## src/rtl/nt_pkg.sv

```systemverilog
// nt_pkg: neurotransmitter channel indices and quantised-level codes
package nt_pkg;
  localparam int NUM_NT = 5;
  localparam int CH_CORT = 0;
  localparam int CH_DOP = 1;
  localparam int CH_GABA = 2;
  localparam int CH_NE = 3;
  localparam int CH_SER = 4;
  localparam logic [1:0] LVL_LOW = 2'b00;
  localparam logic [1:0] LVL_MID_LOW = 2'b01;
  localparam logic [1:0] LVL_MID_HIGH = 2'b10;
  localparam logic [1:0] LVL_HIGH = 2'b11;
endpackage

```

## src/rtl/nt_level_channel.sv

```systemverilog
// nt_level_channel: one saturating neurotransmitter level with idle-driven homeostatic drift
module nt_level_channel #(
  parameter int LEVEL_W = 6,
  parameter int FAST_STEP = 2,
  parameter int DECAY_DIV = 64,
  parameter int BASELINE = 2 ** (LEVEL_W - 1)
) (
  input  logic               clk,
  input  logic               rst,
  input  logic               en,
  input  logic               slow_stb,
  input  logic               inc,
  input  logic               dec,
  input  logic               fast,
  output logic [LEVEL_W-1:0] level
);
  localparam int IW = $clog2(DECAY_DIV);
  localparam logic [LEVEL_W-1:0] BASE = LEVEL_W'(BASELINE);
  logic [IW-1:0] idle;
  logic [LEVEL_W:0] step, up, dn;
  logic [LEVEL_W-1:0] nxt;
  logic act, decay;
  // Requests win over decay; the extra top bit of up/dn flags overflow/underflow for clamping
  always_comb begin
    act = inc | dec;
    step = fast ? (LEVEL_W + 1)'(FAST_STEP) : {{LEVEL_W{1'b0}}, slow_stb};
    up = {1'b0, level} + step;
    dn = {1'b0, level} - step;
    decay = idle == IW'(DECAY_DIV - 1);
    nxt = inc && dec ? level
        : inc ? (up[LEVEL_W] ? '1 : up[LEVEL_W-1:0])
        : dec ? (dn[LEVEL_W] ? '0 : dn[LEVEL_W-1:0])
        : !decay ? level
        : level > BASE ? level - 1'b1
        : level < BASE ? level + 1'b1 : level;
  end
  // Level and idle counter advance only on simulation ticks
  always_ff @(posedge clk) begin
    if (rst) begin
      level <= BASE;
      idle <= '0;
    end else if (en) begin
      level <= nxt;
      idle <= act || decay ? '0 : idle + 1'b1;
    end
  end
endmodule

```

## src/rtl/neurotransmitter_level_bank.sv

```systemverilog
// neurotransmitter_level_bank: bank of per-channel levels sharing one slow-rate prescaler
module neurotransmitter_level_bank
  import nt_pkg::*;
#(
  parameter int NUM_CH = NUM_NT,
  parameter int LEVEL_W = 6,
  parameter int SLOW_DIV = 16,
  parameter int FAST_STEP = 2,
  parameter int DECAY_DIV = 64,
  parameter int BASELINE = 2 ** (LEVEL_W - 1)
) (
  input  logic                      clk,
  input  logic                      rst,
  input  logic                      en,
  input  logic [NUM_CH-1:0]         inc,
  input  logic [NUM_CH-1:0]         dec,
  input  logic [NUM_CH-1:0]         fast,
  output logic [NUM_CH*LEVEL_W-1:0] level,
  output logic [NUM_CH*2-1:0]       level_q,
  output logic [NUM_CH-1:0]         sat_hi,
  output logic [NUM_CH-1:0]         sat_lo
);
  localparam int SW = $clog2(SLOW_DIV);
  logic [SW-1:0] cnt;
  logic slow_stb;
  assign slow_stb = en && cnt == SW'(SLOW_DIV - 1);
  // Shared prescaler: frozen while en is low, wraps at SLOW_DIV-1
  always_ff @(posedge clk) begin
    if (rst) cnt <= '0;
    else if (en) cnt <= slow_stb ? '0 : cnt + 1'b1;
  end
  for (genvar i = 0; i < NUM_CH; i++) begin : g_ch
    nt_level_channel #(
      .LEVEL_W(LEVEL_W),
      .FAST_STEP(FAST_STEP),
      .DECAY_DIV(DECAY_DIV),
      .BASELINE(BASELINE)
    ) u_ch (
      .clk(clk),
      .rst(rst),
      .en(en),
      .slow_stb(slow_stb),
      .inc(inc[i]),
      .dec(dec[i]),
      .fast(fast[i]),
      .level(level[i*LEVEL_W +: LEVEL_W])
    );
    assign level_q[2*i +: 2] = level[i*LEVEL_W + LEVEL_W - 2 +: 2];
    assign sat_hi[i] = &level[i*LEVEL_W +: LEVEL_W];
    assign sat_lo[i] = ~|level[i*LEVEL_W +: LEVEL_W];
  end
endmodule
```

## config.mk

```make
export PLATFORM = sky130hd
export DESIGN_NAME = neurotransmitter_level_bank
export DESIGN_NICKNAME = d
export VERILOG_FILES = /design/src/rtl/nt_pkg.sv /design/src/rtl/nt_level_channel.sv /design/src/rtl/neurotransmitter_level_bank.sv
export SDC_FILE = /design/constraint.sdc
export NUM_CORES = 1
export LEC_CHECK = 0
export CORE_UTILIZATION = 52
export CTS_CLUSTER_SIZE = 20
export DETAILED_ROUTE_END_ITERATION = 10
export GPL_TIMING_DRIVEN = 1
export HOLD_SLACK_MARGIN = 0.02
export PLACE_DENSITY_LB_ADDON = 0.25
export SLEW_MARGIN = 30
export SYNTH_ARGS = -nofsm -noshare
export SYNTH_HDL_FRONTEND = slang
export SYNTH_SLANG_ARGS = --single-unit
```

## constraint.sdc

```tcl
create_clock -name clk -period 2.76 [get_ports clk]
set_clock_uncertainty 0.2 [all_clocks]
set_input_delay 0.276 -clock clk [delete_from_list [all_inputs] [get_ports clk]]
set_output_delay 0.276 -clock clk [all_outputs]
set_load 0.02 [all_outputs]
```

==> results of run 1 <==
==> placed cells by master, fill, tap and decap left out, drive strengths merged, types with 5 or more instances in the layout <==
cell            n
nand3          23
nor3b           8
clkdlybuf4s50  65
nand2          59
mux2i          11
nand2b         15
ha             39
nor2b          18
xor2           20
nor3           26
a21oi          41
o211ai          9
o21ai          47
nor2           84
and3           11
a211oi         19
or4            11
clkbuf         12
o2111ai         6
nand4          11
inv            37
and2            5
o31ai          10
a311oi          7
dfxtp          64
xnor2          17
o22ai           5
buf            61
o21a            5
a31oi          14
fa             15
==> worst max-delay path, cell delays in order, from the launching register on <==
cell and delay, ps:
dfxtp_1 320, buf_4 190, or4_1 540, nor3_1 180, clkdlybuf4s50_1 630
==> power by group <==
part / switching [W] / leakage (nW) / internal [W]
Combinational: 0.000722 / 2.31 / 0.000576
Sequential: 0.0000338 / 0.522 / 0.000970
Clock: 0.000389 / 0.159 / 0.000833
Total: 0.00114 / 2.99 / 0.00238
==> kinds of logic after synthesis <==
| kind of cell | after synthesis | share of synthesized area |
|---|---|---|
| multiplexers | 15 | 0.0261 |
| XOR/XNOR | 38 | 0.0583 |
| AND/OR/NAND/NOR | 297 | 0.254 |
| flip-flops | 64 | 0.215 |
| adder cells (fa/ha/maj) | 54 | 0.133 |
| AO/OA/AOI/OAI | 211 | 0.248 |
| buffers and inverters | 94 | 0.0665 |
==> cell usage after synthesis, drive strengths merged (4+ instances only) <==
cell      n  share of area
o31ai    10          0.013
and2      5         0.0053
or3       4         0.0042
o21ai    47          0.040
nor3b     8          0.010
nor2     84          0.053
or2       4         0.0042
o21a      5         0.0063
o221a     4         0.0076
mux2i    11          0.019
nand3    23          0.019
ha       39          0.082
a221oi    4         0.0059
nand2    59          0.037
a21oi    41          0.034
fa       15          0.050
nor3     26          0.022
a311oi    7          0.010
nand4    11          0.012
and3     11          0.012
o2111ai   6         0.0088
buf      19          0.019
a211o     4         0.0059
nor2b    18          0.019
dfxtp    64           0.22
o211ai    9          0.011
o22ai     5         0.0053
mux2      4         0.0076
inv      37          0.023
clkbuf   37          0.023
xor2     20          0.029
nand4b    4         0.0059
nand2b   15          0.016
a31oi    14          0.015
or4      11          0.015
xnor2    17          0.025
a211oi   19          0.025
==> repair_timing <==
item | in CTS | in global routing
gates cloned | 0 | 0
endpoints found under the setup margin | 6 | 17
pin swaps | 1 | 0
hold endpoints to repair | 0 | 0
resized for setup | 8 | 19
==> per-stage QoR <==
| stage | instances | TNS (ps) | hold slack [ps] | utilization | power, W |
|---|---|---|---|---|---|
| CTS | 999 | 0 | 258 | 0.666 | 0.00349 |
| floorplan | 773 | -21.4 | 253 | - | 0.00187 |
| detailed placement | 984 | -21.6 | 288 | 0.636 | 0.00228 |
| finish | 999 | 0 | 272 | 0.672 | 0.00352 |
| global route | 999 | -6.35 | 309 | 0.672 | 0.00371 |
| global placement | 984 | 0 | 268 | 0.636 | 0.00224 |
==> final timing paths <==
path | cells after the start | startpoint | to
worst max-delay path | 4 | g_ch[3].u_ch.level[2] | sat_lo[3]
worst min-delay path | 5 | en | g_ch[2].u_ch.idle[4]
worst max register to register | 10 | cnt[0] | g_ch[1].u_ch.level[5]
worst min register to register | 2 | g_ch[3].u_ch.idle[4] | g_ch[3].u_ch.idle[4]
==> metal layers <==
layer | global-route usage | vias up | share of wire
li1 | - | 2981 | -
met1 | 0.367 | 2923 | 0.43
met2 | 0.467 | 261 | 0.48
met3 | 0.0448 | 41 | 0.066
met4 | 0.0820 | 0 | 0.018
met5 | 0 | - | 0
==> state kept, by name, summed over array words and instances (netlist names) <==
| signal | count |
|---|---|
| g_ch.u_ch.idle | 30 |
| g_ch.u_ch.level | 30 |
| cnt | 4 |
==> layout make-up <==
type                            instances  area (um2)
Multi-Input combinational cell        615        4340
Inverter                               38         143
Sequential cell                        64        1280
Clock buffer                           12         256
Tap cell                              140         175
Fill cell                             903        3600
Clock inverter                          3        65.1
Timing Repair Buffer                  127        1120
==> results, run 1 <==
- The post-detailed-placement cell area is approximately 7000 um2.
- The worst ir drop on vdd is around 320 uV.
- From synthesis to final layout, the design area changed by 24.1%.
- The first detailed-routing pass ran for 6 iterations.
- The worst path setup slack after routing is slightly below 90 ps.
- Of all nets on the critical path, the largest fanout is 17.
- Dividing the detail-routed wire length by the instance count gives around 17 um.
- The share of the clock period used by the worst path is 0.968.
- The number of top-level pins is between 60 and 70.
- The clock-pin slew on the worst setup and hold paths is 50 ps.
- In the synthesized netlist, the number of instances is between 700 and 800.
- The clock period minus worst slack is between 2000 and 3000 ps.
- The post-route antenna net violation count is 0.
- The yosys synthesis warning count is 0.
- The final design instance area without fill is ~7400 um2.
- Detailed placement ended at an HPWL of approximately 12 mm.
- Across every metal layer, demand over resource in global routing totals 0.279.
- Detailed routing inserted a total of between 6000 and 7000 vias.
- The wire length of the first global-routing pass is ~27 mm.
- The synthesized design contains between 60 and 70 register bits.
- Clock tree synthesis selected as its root buffer the cell clkbuf_16.
- Setup slack on the worst reg-to-reg path comes out at 90 ps.
- The worst-case headroom to the max-slew limit is 0.576.
- The number of buffers inserted by port buffering is 67.
- The total of endpoints with negative setup slack in the final report is 0.
- In the synthesized netlist the async set-or-reset flop fraction comes to 0.
- Max-cap violations in this run came to 0.
- The final antenna diode count is 0.
- The netlist uses approximately 80 different library cells.
- The effective utilization at floorplan is 0.542.
- In this run the deepest clock path goes through 2 buffers.
- In this run the power density over the cells is between 400 and 500 nW/um2.
- The most used flip-flop cell after synthesis is dfxtp_1.
- The number of max-slew violations in the final report was 0.
- The detailed router finished its first iteration with around 380 violations.
- The final routed DRC violation total is 0.
- The worst setup path is of the reg -> out kind.
- The height of the die is 109 um.
- Counting every net in the synthesized netlist gives around 850.
- The hold violation total from the final report is 0.
- The final wirelength is roughly 16 mm.
- The initial antenna violation count came to 0.
- The type of origin of the critical path is a flop.
- The core outline area is roughly 11000 um2.
- The deepest level of the CTS H-tree is 3.
- Routability-driven placement finished with a final weighted congestion of between 0.9 and 1.
- The number of hold buffers added after cts is 0.
- The number of clock sinks seen by CTS is 64.
- The share of the Yosys chip area taken by registers is 0.215.
- The floorplan step defined a die boundary enclosing 11900 um2.
- After clock tree synthesis, the setup repair step added 0 buffers.
- The post-synthesis area per instance is just under 8 um2.
- The later-pin clock latency in the skew report is ~330 ps.
- In the final design database the tool counted roughly 930 nets.
- The worst-margin pin slew is 636 ps.
- The width of the die is ~110 um.
- The floorplan has 38 rows.
- OpenSTA, run right after detailed placement, puts the worst setup slack at -21.6 ps.
- For this run the aggregate overflow at the end of global routing stands at 0.
- Data on the critical path arrives at its endpoint at approximately 2200 ps.
- The total leakage power is roughly 3 nW.
- Of the cells placed in the final design, the portion with a size suffix greater than 1 is 0.139.
- The maximum number of pins on one net before global-route repair is just over 40.
- The required arrival time at the worst endpoint is 2280 ps.
- TritonCTS built the clock tree.
- The tightest min-delay check is of the in -> reg type.
- The post-synthesis cell area is just under 6000 um2.
- Setup repair after global routing could not meet its margin everywhere.
- Derived from the worst setup path, the maximum achievable clock frequency is roughly 370 MHz.
- The number of global-route vias before repair is ~5800.
- The number of buffers created by CTS is 9.
- Dividing the detail-routed via count by the number of cells gives 6.21.
- The element type at the critical path end is a primary output.
- Counting flops with a built-in enable in the synthesized netlist gives 0.
- The flow ran to the end, and the final reports show no timing, DRC or antenna violations.
(Power assumes the default switching activity.)
==> inputs of run 2 (changes only) <==
Clock period 2.76 ns to 2.3 ns, I/O delays scaled along.
==> results, run 2 (same netlist as run 1, synthesis figures left out) <==
- The flow ran to the end, but the final reports show violations.
- The final reports fail on setup timing.
- The wire length of the first global-routing pass came to 30.0 mm (+12%).
- The post-route antenna net violation count is 0 (unchanged).
- The largest driver fanout on the critical path is 6 (-11).
- The met2 wire length is 9.43 mm (+18%).
- The number of buffers created by CTS is 9 (unchanged).
- The worst-margin pin slew is 558 ps (-77.4 ps).
- The number of buffers inserted by port buffering is 67 (unchanged).
- The worst hold-check path type is in -> reg.
- The fraction of power consumed by sequential logic is 0.253 (-0.032).
- The clock-pin slew on the worst setup and hold paths is 60 ps (about the same).
- The endpoint arrival time on the critical path was 2650 ps (+450 ps).
- The count of nets after finishing is 995 (+7.3%).
- The fraction of final layout cells sized beyond drive strength 1 was 0.348 (+0.210).
- The worst path setup slack after routing is -313 ps (-401 ps).
- The detailed placement HPWL is 12.6 mm (+8.8%).
- The starting DRC count in detailed routing is 667 (+77%).
- The number of top-level pins is 68 (unchanged).
- The average wire per standard cell was 18.4 um (+12%).
- The required arrival time at the worst endpoint is 2340 ps (+60 ps).
- Dividing the final minimum period by the clock period gives 1.14.
- The critical path in this run is classified as reg -> reg.
- The CTS tree is built.
- The number of clock sinks seen by CTS was 64 (unchanged).
- The number of detailed-route iterations in the first pass is 5 (-1).
- The final routed DRC violation total was 0 (unchanged).
- The total power of the final layout was 0.00478 W (+36%).
- The synthesis-to-finish area growth is 47.0%.
- The number of fillers in the final layout is 690 (-24%).
- The total congestion overflow is 0 (unchanged).
- The area of the die is 11900 um2 (unchanged).
- The height of the die was 109 um (unchanged).
- The utilization after layout was 0.796 (+0.124).
- The worst-case headroom to the max-slew limit came to 0.624 (+0.0484).
- The final antenna diode count is 0 (unchanged).
- The number of vias in the routed layout is 6789 (+9.4%).
- The switching power is 0.00166 W (+45%).
- The leading cell type in the layout, fill and taps excluded is buf_4.
- The switching share of total power is 0.348 (+0.0227).
- The smallest hold slack is 280 ps (+8.81 ps).
- The portion of total power attributed to combinational logic is 0.427 (+0.059).
- The max-capacitance violation count was 0 (unchanged).
- The hold violation total from the final report is 0 (unchanged).
- The global placer's final weighted congestion is 0.986 (+3.8%).
- Clock tree synthesis selected as its root buffer the cell clkbuf_16.
- The type of origin of the critical path is a flop.
- The final wirelength came to 19.7 mm (+19%).
- The total of endpoints with negative setup slack in the final report is 27 (+27).
- The number of global-route vias before repair is 6398 (+11%).
- Setup repair after global routing could not meet its margin everywhere.
- Timing would allow up to about 380 MHz.
- The worst ir drop on vdd is 403 uV (+27%).
- The worst path in the final design needs a cycle of ~2600 ps, including I/O delays and setup.
- The total leakage power is 3.54 nW (+19%).
- The largest registers in the layout are g_ch.u_ch.idle: 30 flops, g_ch.u_ch.level: 30 flops, cnt: 4 flops.
- The later-pin clock latency in the skew report was 330 ps (about the same).
- The core outline area is 11000 um2 (unchanged).
- The total length of routed met3 wires was 1.68 mm (+54%).
- The highest metal layer carrying signal wires in the routed design is met4.
- The effective utilization at floorplan was 0.542 (unchanged).
- The total power density per cell area was 547 nW/um2 (+15%).
- The maximum number of pins on one net before global-route repair is 31 (-24%).
- The post-placement worst setup slack is -296 ps (-274 ps).
- The row count is 38 (unchanged).
- The initial antenna violation count came to 0 (unchanged).
- The routed via count divided by cell count is 6.36 (+2.3%).
- The width of the die was 109 um (unchanged).
- The total routing usage reported by global routing is 0.313 (+0.0347).
- The design internal power is 0.00312 W (+31%).
- The routed metal-1 wire length came to 8.06 mm (+13%).
- The library cells used most frequently in the layout, excluding fill and tap cells, are buf_4 (111), nor2_1 (72), clkdlybuf4s50_1 (56), nand2_1 (49), dfxtp_1 (47).
- The number of max-slew violations in the final report was 0 (unchanged).
- The buffer levels on the longest clock path is 2 (unchanged).
- The number of hold buffers added after cts is 0 (unchanged).
- The setup TNS after final layout is -4710 ps (-4710 ps).
- The worst setup path is captured at a flop.
- The deepest level of the CTS H-tree was 3 (unchanged).
- The share of power burned in the clock network came to 0.320 (-0.027).
run 2: area by class of cell:
cell class / instances / area, um2 / area share
clock buffers: 12 / 289 / 0.0330
inverters: 38 / 150 / 0.0172
flip-flops and latches: 64 / 1310 / 0.150
multi-input cells: 615 / 5080 / 0.581
repair buffers: 195 / 1680 / 0.192
clock inverters: 4 / 53.8 / 0.00615
well taps: 140 / 175 / 0.0200
run 2: power by group through the flow:
stage	Sequential, W	Combinational, W	Clock (W)
floorplan	0.00132	0.000994	0
global placement	0.00123	0.00164	0
detailed placement	0.00123	0.00169	0
CTS	0.00121	0.00183	0.00154
global route	0.00122	0.00219	0.00160
finish	0.00121	0.00204	0.00153
run 2: final timing paths:
path	slack (ps)	depth (start not counted)	end	start
hold reg to reg	300	2	g_ch[3].u_ch.idle[4]	g_ch[3].u_ch.idle[4]
setup reg to reg	-310	12	g_ch[2].u_ch.level[4]	cnt[1]
setup / recovery	-310	12	g_ch[2].u_ch.level[4]	cnt[1]
hold / removal	280	5	cnt[0]	en
run 2: worst max-delay path, cell delays in order, from the launching register on:
cell	delay, ps
dfxtp_2	340
ha_4	160
nand4_1	90
buf_6	180
nor2_4	70
ha_4	160
fa_2	410
inv_2	90
buf_6	100
o31ai_2	50
a31oi_1	210
nand3_1	150
o32ai_2	290
run 2: repair_timing:
item / CTS / global route
endpoints found under the setup margin: 38 / 35
pin swaps: 67 / 48
gates resized for setup: 110 / 77
setup buffers: 13 / 7
run 2: routing by layer:
layer,track usage,vias to the layer above
met4,0.109,0
li1,-,3124
met3,0.0658,61
met2,0.501,377
met1,0.416,3227
met5,0,-
run 2: through the flow:
| stage | cells | cell area [um2] |
|---|---|---|
| after floorplan | 773 | 6140 |
| after global placement | 1034 | 7520 |
| after detailed placement | 1034 | 7520 |
| after CTS | 1063 | 8360 |
| after global routing | 1068 | 8750 |
| final | 1068 | 8750 |
